--- src/rtl/ref_particle_scheduler_pkg.sv ---
// Shared types and helpers for the reference-particle scheduler.
//   state_e      : scheduler FSM states
//   RD_LATENCY   : cycles from ram_rden to valid ram_q_* (registered RAM read)
//   clamp_count  : limits a requested scan length to the RAM depth
package ref_sched_pkg;

    localparam int unsigned RD_LATENCY = 2;

    typedef enum logic [2:0] {
        StIdle,
        StIssue,
        StWait1,
        StWait2,
        StHold,
        StDone
    } state_e;

    function automatic int unsigned clamp_count(input int unsigned count,
                                                input int unsigned depth);
        return (count > depth) ? depth : count;
    endfunction

endpackage

--- src/rtl/ref_particle_scheduler_if.sv ---
// Shared port to the three per-axis reference-position RAMs (x, y, z).
//   ram_address        : common address for all three RAMs
//   ram_rden, ram_wren : read / write enables (never both high)
//   ram_data_x/y/z     : write data
//   ram_q_x/y/z        : read data, valid RD_LATENCY cycles after ram_rden
// master: the scheduler driving the port; slave: the RAM side.
interface ref_particle_scheduler_if #(
    parameter int unsigned ADDR_WIDTH = 9,
    parameter int unsigned DATA_WIDTH = 32
);

    logic [ADDR_WIDTH-1:0] ram_address;
    logic                  ram_rden;
    logic                  ram_wren;
    logic [DATA_WIDTH-1:0] ram_data_x;
    logic [DATA_WIDTH-1:0] ram_data_y;
    logic [DATA_WIDTH-1:0] ram_data_z;
    logic [DATA_WIDTH-1:0] ram_q_x;
    logic [DATA_WIDTH-1:0] ram_q_y;
    logic [DATA_WIDTH-1:0] ram_q_z;

    modport master (
        output ram_address, ram_rden, ram_wren, ram_data_x, ram_data_y, ram_data_z,
        input  ram_q_x, ram_q_y, ram_q_z
    );

    modport slave (
        input  ram_address, ram_rden, ram_wren, ram_data_x, ram_data_y, ram_data_z,
        output ram_q_x, ram_q_y, ram_q_z
    );

endinterface

--- src/rtl/ref_particle_scheduler.sv ---
// Reference-particle scheduler: scans ref_count entries of the x/y/z reference RAMs, holding
// each captured reference on ref_* until the force pipeline consumes it. The position-update
// writer shares the RAM port; writes are granted outside the read window.
// Ports:
//   clk, rst                    : clock, synchronous active-high reset
//   start, ref_count            : scan launch pulse and length (clamped to DEPTH)
//   ref_consumed                : pipeline done with held reference
//   wr_req, wr_addr, wr_x/y/z   : position-update write request; wr_ack = write performed
//   ram                         : shared RAM port (master side)
//   ref_valid, ref_id, ref_x/y/z, ref_last : held reference
//   busy, done                  : scan in progress / one-cycle completion pulse
module ref_particle_scheduler
    import ref_sched_pkg::*;
#(
    parameter int unsigned DEPTH      = 512,
    parameter int unsigned ADDR_WIDTH = 9,
    parameter int unsigned DATA_WIDTH = 32
) (
    input  logic                  clk,
    input  logic                  rst,
    input  logic                  start,
    input  logic [ADDR_WIDTH:0]   ref_count,
    input  logic                  ref_consumed,
    input  logic                  wr_req,
    input  logic [ADDR_WIDTH-1:0] wr_addr,
    input  logic [DATA_WIDTH-1:0] wr_x,
    input  logic [DATA_WIDTH-1:0] wr_y,
    input  logic [DATA_WIDTH-1:0] wr_z,
    output logic                  wr_ack,
    ref_particle_scheduler_if.master ram,
    output logic                  ref_valid,
    output logic [ADDR_WIDTH-1:0] ref_id,
    output logic [DATA_WIDTH-1:0] ref_x,
    output logic [DATA_WIDTH-1:0] ref_y,
    output logic [DATA_WIDTH-1:0] ref_z,
    output logic                  ref_last,
    output logic                  busy,
    output logic                  done
);

    state_e                state_q, state_d;
    logic [ADDR_WIDTH-1:0] idx_q;
    logic [ADDR_WIDTH:0]   count_q;
    logic [ADDR_WIDTH:0]   count_clamped;
    // Write granted in ISSUE last cycle; forces the read out next, capping deferral at one.
    logic                  wr_granted_q;
    // Tracks the outstanding read so capture lines up with the RAM's registered output.
    logic [RD_LATENCY-1:0] rd_pipe_q;
    logic                  issue_write;
    logic                  wr_grant;

    assign count_clamped = (ADDR_WIDTH + 1)'(clamp_count(32'(ref_count), DEPTH));
    assign issue_write   = wr_req && !wr_granted_q;

    // State register and registered outputs.
    always_ff @(posedge clk) begin
        if (rst) begin
            state_q      <= StIdle;
            idx_q        <= '0;
            count_q      <= '0;
            wr_granted_q <= 1'b0;
            rd_pipe_q    <= '0;
            ref_valid    <= 1'b0;
            ref_id       <= '0;
            ref_x        <= '0;
            ref_y        <= '0;
            ref_z        <= '0;
            ref_last     <= 1'b0;
            busy         <= 1'b0;
            done         <= 1'b0;
        end else begin
            state_q      <= state_d;
            wr_granted_q <= (state_q == StIssue) && wr_grant;
            rd_pipe_q    <= (rd_pipe_q << 1) | RD_LATENCY'(ram.ram_rden);
            ref_valid    <= (state_d == StHold);
            busy         <= (state_d != StIdle);
            done         <= (state_d == StDone);

            if (state_q == StIdle && start) begin
                idx_q   <= '0;
                count_q <= count_clamped;
            end else if (state_q == StHold && ref_consumed && !ref_last) begin
                idx_q <= idx_q + 1'b1;
            end

            // Read data arrives at the end of WAIT2; this copy is authoritative while held.
            if (rd_pipe_q[RD_LATENCY-1]) begin
                ref_x    <= ram.ram_q_x;
                ref_y    <= ram.ram_q_y;
                ref_z    <= ram.ram_q_z;
                ref_id   <= idx_q;
                ref_last <= ({1'b0, idx_q} == count_q - (ADDR_WIDTH + 1)'(1));
            end
        end
    end

    // Next-state logic.
    always_comb begin
        state_d = state_q;
        unique case (state_q)
            StIdle: begin
                if (start) begin
                    state_d = (count_clamped == '0) ? StDone : StIssue;
                end
            end
            StIssue: begin
                if (!issue_write) begin
                    state_d = StWait1;
                end
            end
            StWait1: state_d = StWait2;
            StWait2: state_d = StHold;
            StHold: begin
                if (ref_consumed) begin
                    state_d = ref_last ? StDone : StIssue;
                end
            end
            StDone:  state_d = StIdle;
            default: state_d = StIdle;
        endcase
    end

    // RAM port arbitration and combinational outputs.
    always_comb begin
        wr_grant     = 1'b0;
        ram.ram_rden = 1'b0;
        unique case (state_q)
            StIdle, StHold, StDone: wr_grant = wr_req;
            StIssue: begin
                wr_grant     = issue_write;
                ram.ram_rden = !issue_write;
            end
            default: wr_grant = 1'b0;
        endcase
        ram.ram_wren    = wr_grant;
        ram.ram_address = wr_grant ? wr_addr : idx_q;
        ram.ram_data_x  = wr_x;
        ram.ram_data_y  = wr_y;
        ram.ram_data_z  = wr_z;
        wr_ack          = wr_grant;
    end

endmodule

--- src/flat_wrapper.sv ---
// flat-port wrapper written by rule: the top's interface ports become plain ports
module ref_particle_scheduler_flat import ref_sched_pkg::*;
#(
    parameter int unsigned DEPTH      = 512,
    parameter int unsigned ADDR_WIDTH = 9,
    parameter int unsigned DATA_WIDTH = 32
)
  (clk, rst, start, ref_count, ref_consumed, wr_req, wr_addr, wr_x, wr_y, wr_z, wr_ack, ref_valid, ref_id, ref_x, ref_y, ref_z, ref_last, busy, done, ram_ram_address, ram_ram_rden, ram_ram_wren, ram_ram_data_x, ram_ram_data_y, ram_ram_data_z, ram_ram_q_x, ram_ram_q_y, ram_ram_q_z);
  ref_particle_scheduler_if #(.ADDR_WIDTH(ADDR_WIDTH), .DATA_WIDTH(DATA_WIDTH)) ram_i ();
  input  logic clk;
  input  logic rst;
  input  logic start;
  input  logic [ADDR_WIDTH:0] ref_count;
  input  logic ref_consumed;
  input  logic wr_req;
  input  logic [ADDR_WIDTH-1:0] wr_addr;
  input  logic [DATA_WIDTH-1:0] wr_x;
  input  logic [DATA_WIDTH-1:0] wr_y;
  input  logic [DATA_WIDTH-1:0] wr_z;
  output logic wr_ack;
  output logic ref_valid;
  output logic [ADDR_WIDTH-1:0] ref_id;
  output logic [DATA_WIDTH-1:0] ref_x;
  output logic [DATA_WIDTH-1:0] ref_y;
  output logic [DATA_WIDTH-1:0] ref_z;
  output logic ref_last;
  output logic busy;
  output logic done;
  output wire logic [$bits(ram_i.ram_address)-1:0] ram_ram_address;
  output wire logic [$bits(ram_i.ram_rden)-1:0] ram_ram_rden;
  output wire logic [$bits(ram_i.ram_wren)-1:0] ram_ram_wren;
  output wire logic [$bits(ram_i.ram_data_x)-1:0] ram_ram_data_x;
  output wire logic [$bits(ram_i.ram_data_y)-1:0] ram_ram_data_y;
  output wire logic [$bits(ram_i.ram_data_z)-1:0] ram_ram_data_z;
  input wire logic [$bits(ram_i.ram_q_x)-1:0] ram_ram_q_x;
  input wire logic [$bits(ram_i.ram_q_y)-1:0] ram_ram_q_y;
  input wire logic [$bits(ram_i.ram_q_z)-1:0] ram_ram_q_z;
  assign ram_ram_address = ram_i.ram_address;
  assign ram_ram_rden = ram_i.ram_rden;
  assign ram_ram_wren = ram_i.ram_wren;
  assign ram_ram_data_x = ram_i.ram_data_x;
  assign ram_ram_data_y = ram_i.ram_data_y;
  assign ram_ram_data_z = ram_i.ram_data_z;
  assign ram_i.ram_q_x = ram_ram_q_x;
  assign ram_i.ram_q_y = ram_ram_q_y;
  assign ram_i.ram_q_z = ram_ram_q_z;
  ref_particle_scheduler #(.DEPTH(DEPTH), .ADDR_WIDTH(ADDR_WIDTH), .DATA_WIDTH(DATA_WIDTH)) u_core (.clk(clk), .rst(rst), .start(start), .ref_count(ref_count), .ref_consumed(ref_consumed), .wr_req(wr_req), .wr_addr(wr_addr), .wr_x(wr_x), .wr_y(wr_y), .wr_z(wr_z), .wr_ack(wr_ack), .ram(ram_i), .ref_valid(ref_valid), .ref_id(ref_id), .ref_x(ref_x), .ref_y(ref_y), .ref_z(ref_z), .ref_last(ref_last), .busy(busy), .done(done));
endmodule
--- config.mk ---
export PLATFORM = sky130hd
export DESIGN_NAME = ref_particle_scheduler_flat
export DESIGN_NICKNAME = d
export VERILOG_FILES = /design/src/rtl/ref_particle_scheduler_pkg.sv /design/src/rtl/ref_particle_scheduler_if.sv /design/src/rtl/ref_particle_scheduler.sv /design/src/flat_wrapper.sv
export SDC_FILE = /design/constraint.sdc
export NUM_CORES = 1
export LEC_CHECK = 0
export CAP_MARGIN = 10
export CORE_AREA = 4 4 164 166
export DETAILED_ROUTE_END_ITERATION = 7
export DIE_AREA = 0 0 168 170
export GPL_TIMING_DRIVEN = 0
export SYNTH_ARGS = -nofsm -noshare
export SYNTH_HDL_FRONTEND = slang
export SYNTH_SLANG_ARGS = --single-unit
--- constraint.sdc ---
create_clock -name clk -period 1.6 [get_ports clk]
set_input_delay 0.32 -clock clk [delete_from_list [all_inputs] [get_ports clk]]
set_output_delay 0.32 -clock clk [all_outputs]
set_load 0.05 [all_outputs]
==> results of run 1 <==
[cell usage after synthesis (7+ instances only)]
| master | count | area share (%) |
|---|---|---|
| xnor2_1 | 13 | 1.9 |
| clkbuf_1 | 20 | 1.2 |
| nand3_1 | 7 | 0.58 |
| buf_2 | 11 | 0.91 |
| a21oi_1 | 8 | 0.67 |
| nand2_1 | 13 | 0.81 |
| mux2_2 | 9 | 1.7 |
| inv_1 | 9 | 0.56 |
| mux2i_1 | 106 | 18 |
| dfxtp_1 | 134 | 45 |
| nor2_1 | 124 | 7.7 |
| buf_4 | 98 | 12 |
| nor3_1 | 8 | 0.67 |
[cell families (layout without fill, tap and decap cells)]
family	after synthesis	count (layout)	share of synthesized area [%]
AOI/OAI and AO/OA	29	29	3.28
xor gates and xnor gates	19	19	2.77
adders and majority gates	2	2	0.416
buffers and inverters	140	519	15.2
DFF	134	134	44.6
muxes	115	115	19.3
and+or+nand+nor	187	188	14.4
[state kept, by name, indices dropped and copies added, names as in the netlist]
| register | count |
|---|---|
| u_core.wr_granted_q | 1 |
| u_core.done | 1 |
| u_core.busy | 1 |
| u_core.ref_id | 9 |
| u_core.ref_last | 1 |
| u_core.idx_q | 9 |
| u_core.ref_valid | 1 |
| u_core.ref_y | 32 |
| u_core.count_q | 10 |
| u_core.rd_pipe_q | 2 |
| u_core.ref_x | 32 |
| u_core.ref_z | 32 |
| u_core.state_q | 3 |
[worst register-to-register path: stages, from the launching register on]
cell and delay, ns:
dfxtp_4 0.39, inv_4 0.04, ha_4 0.15, nor3b_4 0.16
or3_1 0.35, a221oi_2 0.26, nor3_1 0.08, o31ai_1 0.19
[power groups by stage]
stage          combinational (W)  clock, W  sequential (W)
3_5_place_dp             0.00203         0         0.00352
5_1_grt                  0.00221   0.00416         0.00345
6_report                 0.00210   0.00386         0.00345
4_1_cts                  0.00210   0.00402         0.00344
3_3_place_gp             0.00202         0         0.00352
2_1_floorplan            0.00111         0         0.00366
[metrics by stage]
| step | setup slack [ns] | hold WS, ns | TNS [ns] |
|---|---|---|---|
| CTS | -0.604 | 0.255 | -6.54 |
| finish | -0.572 | 0.272 | -6.35 |
| detailed placement | -0.907 | 0.425 | -83.97 |
| global placement | -0.892 | 0.417 | -77.36 |
| floorplan | -0.0778 | 0.414 | -0.304 |
| global route | -0.638 | 0.256 | -7.51 |
[layer usage]
layer | wire length, um | GRT usage, %
met5 | 0 | 0
met4 | 200 | 3.18
met3 | 2150 | 5.92
met2 | 10200 | 23.8
met1 | 8070 | 15.6
[area by class of cell]
cell class	instances	area [um^2]
Buffer	129	915
Clock buffer	17	425
Fill cell	2541	14900
Sequential cell	134	2690
Inverter	9	43.8
Tap cell	335	419
Clock inverter	15	149
Timing Repair Buffer	349	3460
Multi-Input combinational cell	353	2600
[final timing paths]
path	to	cells after the start	from	slack (ns)
worst min register to register	u_core.rd_pipe_q[1]	1	u_core.rd_pipe_q[0]	0.44
worst min-delay path	u_core.count_q[2]	2	ref_count[2]	0.27
worst max register to register	u_core.ref_last	7	u_core.count_q[0]	-0.11
worst max-delay path	ram_ram_address[6]	6	u_core.state_q[2]	-0.57
[timing repair]
item                       4_1_cts  5_1_grt
cloned                           1        0
gates resized for setup        425       46
setup endpoints to repair      250      106
setup buffers                   10        4
pin swaps                       12        5
==> flow_summary_export.csv, run 1 <==
group,metric,value,unit
status,status,"complete, but fails checks",
status,violations,"negative setup slack",
synthesis,netlist_instances,626,
placement,place_area,9870,um^2
drt,dr.pass1.iters,4,
clock_tree,cts_sinks,134,
drt,wl_per_cell,15.4,um
synthesis,seq_area_frac_synth,44.6,%
clock_tree,root_buffer,"clkbuf_16",
finish,final_cells,1341,
placement,globalplace.congestion,0.771,
power,power.density,879,nW/um^2
power,internal_power,0.00644,W
power,ir_drop,0.499,mV
setup_path,cp_max_fo,5,
synthesis,synth_cell_types,48,
synthesis,synth_area_per_cell,9.61,um^2
setup_path,arrival,1.85,ns
synthesis,synth.ff_latch_count,134,
finish,mostFrequentLayoutCells,"clkdlybuf4s50_1 (207), dfxtp_1 (130), nor2_1 (124), buf_4 (108), mux2i_1 (106)",
synthesis,synth_edf_count,0,
finish,num_antenna_cells,0,
grt,grt_overflow,0,
floorplan,num_rows,59,
setup_path,cpPeakStageDelay,0.33,ns
floorplan,core,25600,um^2
power,seqPwrFrac,36.6,%
floorplan,die_area,28600,um^2
sta,worstMarginPinSlew,0.748,ns
worst_hold_path,hp-class,"in2reg",
power,power.switching,0.00297,W
finish,final_common_cell,"clkdlybuf4s50_1",
grt,grt_use_total,13.7,%
sta,period_share,136,%
sta,slew-limit-headroom,50.1,%
grt,grt_pass1_wl,31.1,mm
finish,fin_area,10700,um^2
setup_path,path_class,"reg2out",
floorplan,die_h,170,um
sta,rsz0062_at_grt,"yes",
setup_path,cpLargestDelayFamily,"buffers and inverters",
setup_path,crit_path_cell_trace,"buf_8 > nand3b_1 > buf_6 > nand3_4 > mux2_4 > buf_8",
finish,drive_above_1_share,32.1,%
power,combinationalPowerShare,22.3,%
placement,dp_hpwl,15.8,mm
job,maxCapViolations,0,
sta,post-route-min-period,2.17,ns
setup_path,required,1.28,ns
sta,clock_skew,0.00818,ns
sta,timing.final.hold_violations,0,
setup_path,crit_top_cell,"buf_8",
clock_tree,h-tree-depth,4,
drt,drt-total-wl,20.6,mm
sta,max_freq,460,MHz
setup_path,crit_path_end_kind,"output port",
drt,drc,0,
clock_tree,clockBufferDepth,2,
finish,nets,1211,
clock_tree,clock_latency,0.42,ns
power,finalPower,0.00941,W
grt,grt_max_degree,17,
setup_path,worstSetupStartpointType,"register",
synthesis,async_reset_ff_share,0,%
setup_path,critPathSlowestCell,"dfxtp_2",
synthesis,ys_warn_count,0,
synthesis,synth_nets,844,
sta,maxSlewViolCount,0,
drt,vias_per_cell,4.07,
drt,drt_iter0_drc,161,
placement,port_buffers,335,
power,leakagePower,4.13,nW
grt,antenna_found_initial,0,
finish,final_core_util,41.8,%
synthesis,syn_area,6020,um^2
floorplan,io_pins,433,
power,clockPowerShare,41.1,%
sta,setup_viol,14,
finish,area_delta_synth_final,77.8,%
grt,first_global_vias,5524,
clock_tree,cts_tree,"built",
synthesis,ys.flop_type,"dfxtp_1",
drt,vias,5456,
floorplan,initial_core_util,23.5,%
placement,dp.cells,1296,
clock_tree,hold_buffers,0,
power,swShare,31.5,%
drt,postRouteAntennaNets,0,
clock_tree,cts_buffers,17,
floorplan,die_x,168,um
setup_path,path_buf_inv,3,
sta,fin_ws,-0.572,ns
clock_tree,path_clk_slew,0.06,ns
(Power assumes the default switching activity.)
==> run 2: changes to the inputs <==
- CORE_AREA: 4 4 164 166 -> 4 4 165 167
- DIE_AREA: 0 0 168 170 -> 0 0 169 171
- RECOVER_POWER: not set -> 25
- clock period: 1.6 -> 2.5 ns (I/O delays scaled with it)
==> run 2 against run 1 <==
  * The flow now finishes without violations
  * Global-route usage shrank 0.20 points
  * Largest cell class unchanged
  * Design area shrank 2.6%
  * Combinational power shrank 40%
  * Flip-flop and latch count is the same
  * Clock skew is essentially flat
  * Setup slack gained 0.65 ns
  * Power shrank 35%
  * Largest power group unchanged
  * Non-clock buffer count shrank 8
  * Register-to-register slack gained 0.63 ns
==> flow_summary_export.csv, run 2 (synthesis gave the netlist of run 1 again) <==
group,metric,value,unit
clock_tree,cts_buffers,17,
sta,setup_viol,0,
power,swShare,27.8,%
floorplan,die_h,171,um
grt,grt_use_total,13.5,%
drt,vias_per_cell,4.04,
placement,dp.cells,1296,
clock_tree,cts_tree,"built",
status,status,"complete, no violations",
setup_path,required,2.00,ns
setup_path,critPathSlowestCell,"dfxtp_2",
job,maxCapViolations,0,
power,power.density,583,nW/um^2
setup_path,crit_path_end,"ram_ram_address[8]",
finish,final_common_cell,"clkdlybuf4s50_1",
setup_path,critPathLaunch,"u_core.state_q[2]",
sta,max_freq,412,MHz
floorplan,initial_core_util,23.4,%
finish,nets,1202,
finish,drive_above_1_share,17.5,%
drt,drt_iter0_drc,189,
finish,top_regs,"u_core.ref_x: 32 flops, u_core.ref_y: 32 flops, u_core.ref_z: 32 flops",
sta,timing.final.hold_violations,0,
power,leakagePower,3.93,nW
setup_path,cp_max_fo,10,
sta,maxSlewViolCount,0,
worst_hold_path,min_from,"u_core.rd_pipe_q[0]",
clock_tree,cts_sinks,134,
setup_path,path_class,"reg2out",
placement,port_buffers,335,
drt,vias,5372,
grt,antenna_found_initial,0,
setup_path,r2r-start,"u_core.count_q[0]",
placement,dp_hpwl,16.6,mm
power,ir_drop,0.371,mV
floorplan,die_area,28900,um^2
finish,num_antenna_cells,0,
drt,postRouteAntennaNets,0,
drt,dr.pass1.iters,4,
setup_path,crit_path_cell_trace,"buf_4 > nand3b_1 > nand3_4 > buf_12 > mux2_2 > buf_2",
grt,grt_overflow,0,
power,power.switching,0.00169,W
setup_path,arrival,1.93,ns
power,combinationalPowerShare,20.6,%
sta,rsz0062_at_grt,"no",
worst_hold_path,hp-class,"reg2reg",
sta,slew-limit-headroom,48.4,%
setup_path,worstSetupStartpointType,"register",
sta,post-route-min-period,2.43,ns
drt,wl_per_cell,15.8,um
sta,whs,0.442,ns
power,internal_power,0.00439,W
floorplan,num_rows,59,
sta,worstMarginPinSlew,0.769,ns
power,finalPower,0.00608,W
setup_path,ff2ff_path_depth,7,
clock_tree,root_buffer,"clkbuf_16",
floorplan,core,25800,um^2
power,seqPwrFrac,36.3,%
finish,mostFrequentLayoutCells,"clkdlybuf4s50_1 (246), dfxtp_1 (133), nor2_1 (124), mux2i_1 (106), buf_4 (105)",
grt,first_global_vias,5368,
clock_tree,h-tree-depth,4,
power,clockPowerShare,43.2,%
clock_tree,clock_latency,0.41,ns
placement,globalplace.congestion,0.737,
setup_path,cpPeakStageDelay,0.34,ns
setup_path,r2r_end,"u_core.ref_last",
sta,clock_skew,0.00812,ns
setup_path,crit_path_end_kind,"output port",
drt,drc,0,
grt,grt_max_degree,17,
drt,drt-total-wl,21.0,mm
floorplan,io_pins,433,
finish,fill_cells,2605,
sta,setup_tns,0,ns
clock_tree,clockBufferDepth,2,
finish,final_cells,1330,
sta,period_share,97.0,%
finish,area_delta_synth_final,73.2,%
floorplan,die_x,169,um
clock_tree,path_clk_slew,0.06,ns
setup_path,r2r_slack,0.52,ns
grt,grt_pass1_wl,30.4,mm
-- run 2: cell types whose count changed in the layout (fill, tap and decap cells not counted), moves of 5 or more --
cell / delta
dlygate4sd3_1: +77
buf_8: -6
mux2_2: +9
clkbuf_2: -32
buf_2: +9
buf_6: -10
inv_8: -6
mux2_4: -9
clkbuf_1: +10
clkdlybuf4s50_1: +39
clkbuf_4: -5
clkdlybuf4s15_2: -77
dlygate4sd2_1: -6
-- run 2: worst min-delay path by stage --
| stage | depth (start not counted) | endpoint | slack (ns) |
|---|---|---|---|
| after detailed placement | 1 | u_core.rd_pipe_q[1] | 0.44 |
| final | 1 | u_core.rd_pipe_q[1] | 0.44 |
| after global placement | 1 | u_core.rd_pipe_q[1] | 0.42 |
| after global routing | 1 | u_core.rd_pipe_q[1] | 0.46 |
| after floorplan | 1 | u_core.rd_pipe_q[1] | 0.41 |
| after CTS | 1 | u_core.rd_pipe_q[1] | 0.45 |
-- run 2: area by class of cell --
| class | instances | area [um^2] | share of cell area, % |
|---|---|---|---|
| flip-flops and latches | 134 | 2680 | 25.7 |
| multi-input cells | 352 | 2430 | 23.3 |
| repair buffers | 339 | 3360 | 32.2 |
| clock inverters | 12 | 180 | 1.73 |
| plain buffers | 131 | 883 | 8.47 |
| well taps | 335 | 419 | 4.02 |
| clock buffers | 18 | 429 | 4.12 |
| inverters | 9 | 33.8 | 0.324 |
-- run 2: timing repair --
| item | in CTS | in global routing |
|---|---|---|
| setup endpoints to repair | 12 | 11 |
| gates resized for setup | 57 | 11 |
| pin swaps | 1 | 0 |
| buffers inserted | 0 | 4 |
| hold buffers | 0 | 0 |
-- run 2: critical path, delay by kind of cell (launching register included) --
kind                   cells  cell delay, ns
buffers and inverters      3            0.51
flip-flops                 1            0.34
multiplexers               1            0.32
AND/OR/NAND/NOR            2            0.33
-- run 2: metrics by stage --
stage	utilization (%)	area [um^2]	worst slack, ns
3_3_place_gp	38.0	9790	-0.687
5_1_grt	40.5	10400	0.00279
6_report	40.5	10400	0.0746
4_1_cts	40.3	10400	-0.0686
3_5_place_dp	38.0	9790	-0.682
2_1_floorplan	-	6020	0.299
-- run 2: power groups by stage --
stage               clock network (W)  registers [W]  logic [W]
floorplan                           0        0.00234   0.000693
global placement                    0        0.00225    0.00128
detailed placement                  0        0.00225    0.00128
CTS                           0.00274        0.00220    0.00128
global route                  0.00281        0.00221    0.00132
finish                        0.00262        0.00220    0.00125
-- run 2: routing by layer --
metal | wire [um] | up-vias | GRT usage [%]
li1 | - | 2698 | -
met1 | 8100 | 2432 | 15.4
met2 | 11100 | 216 | 24.4
met3 | 1340 | 26 | 3.51
met4 | 456 | 0 | 4.66
met5 | 0 | - | 0
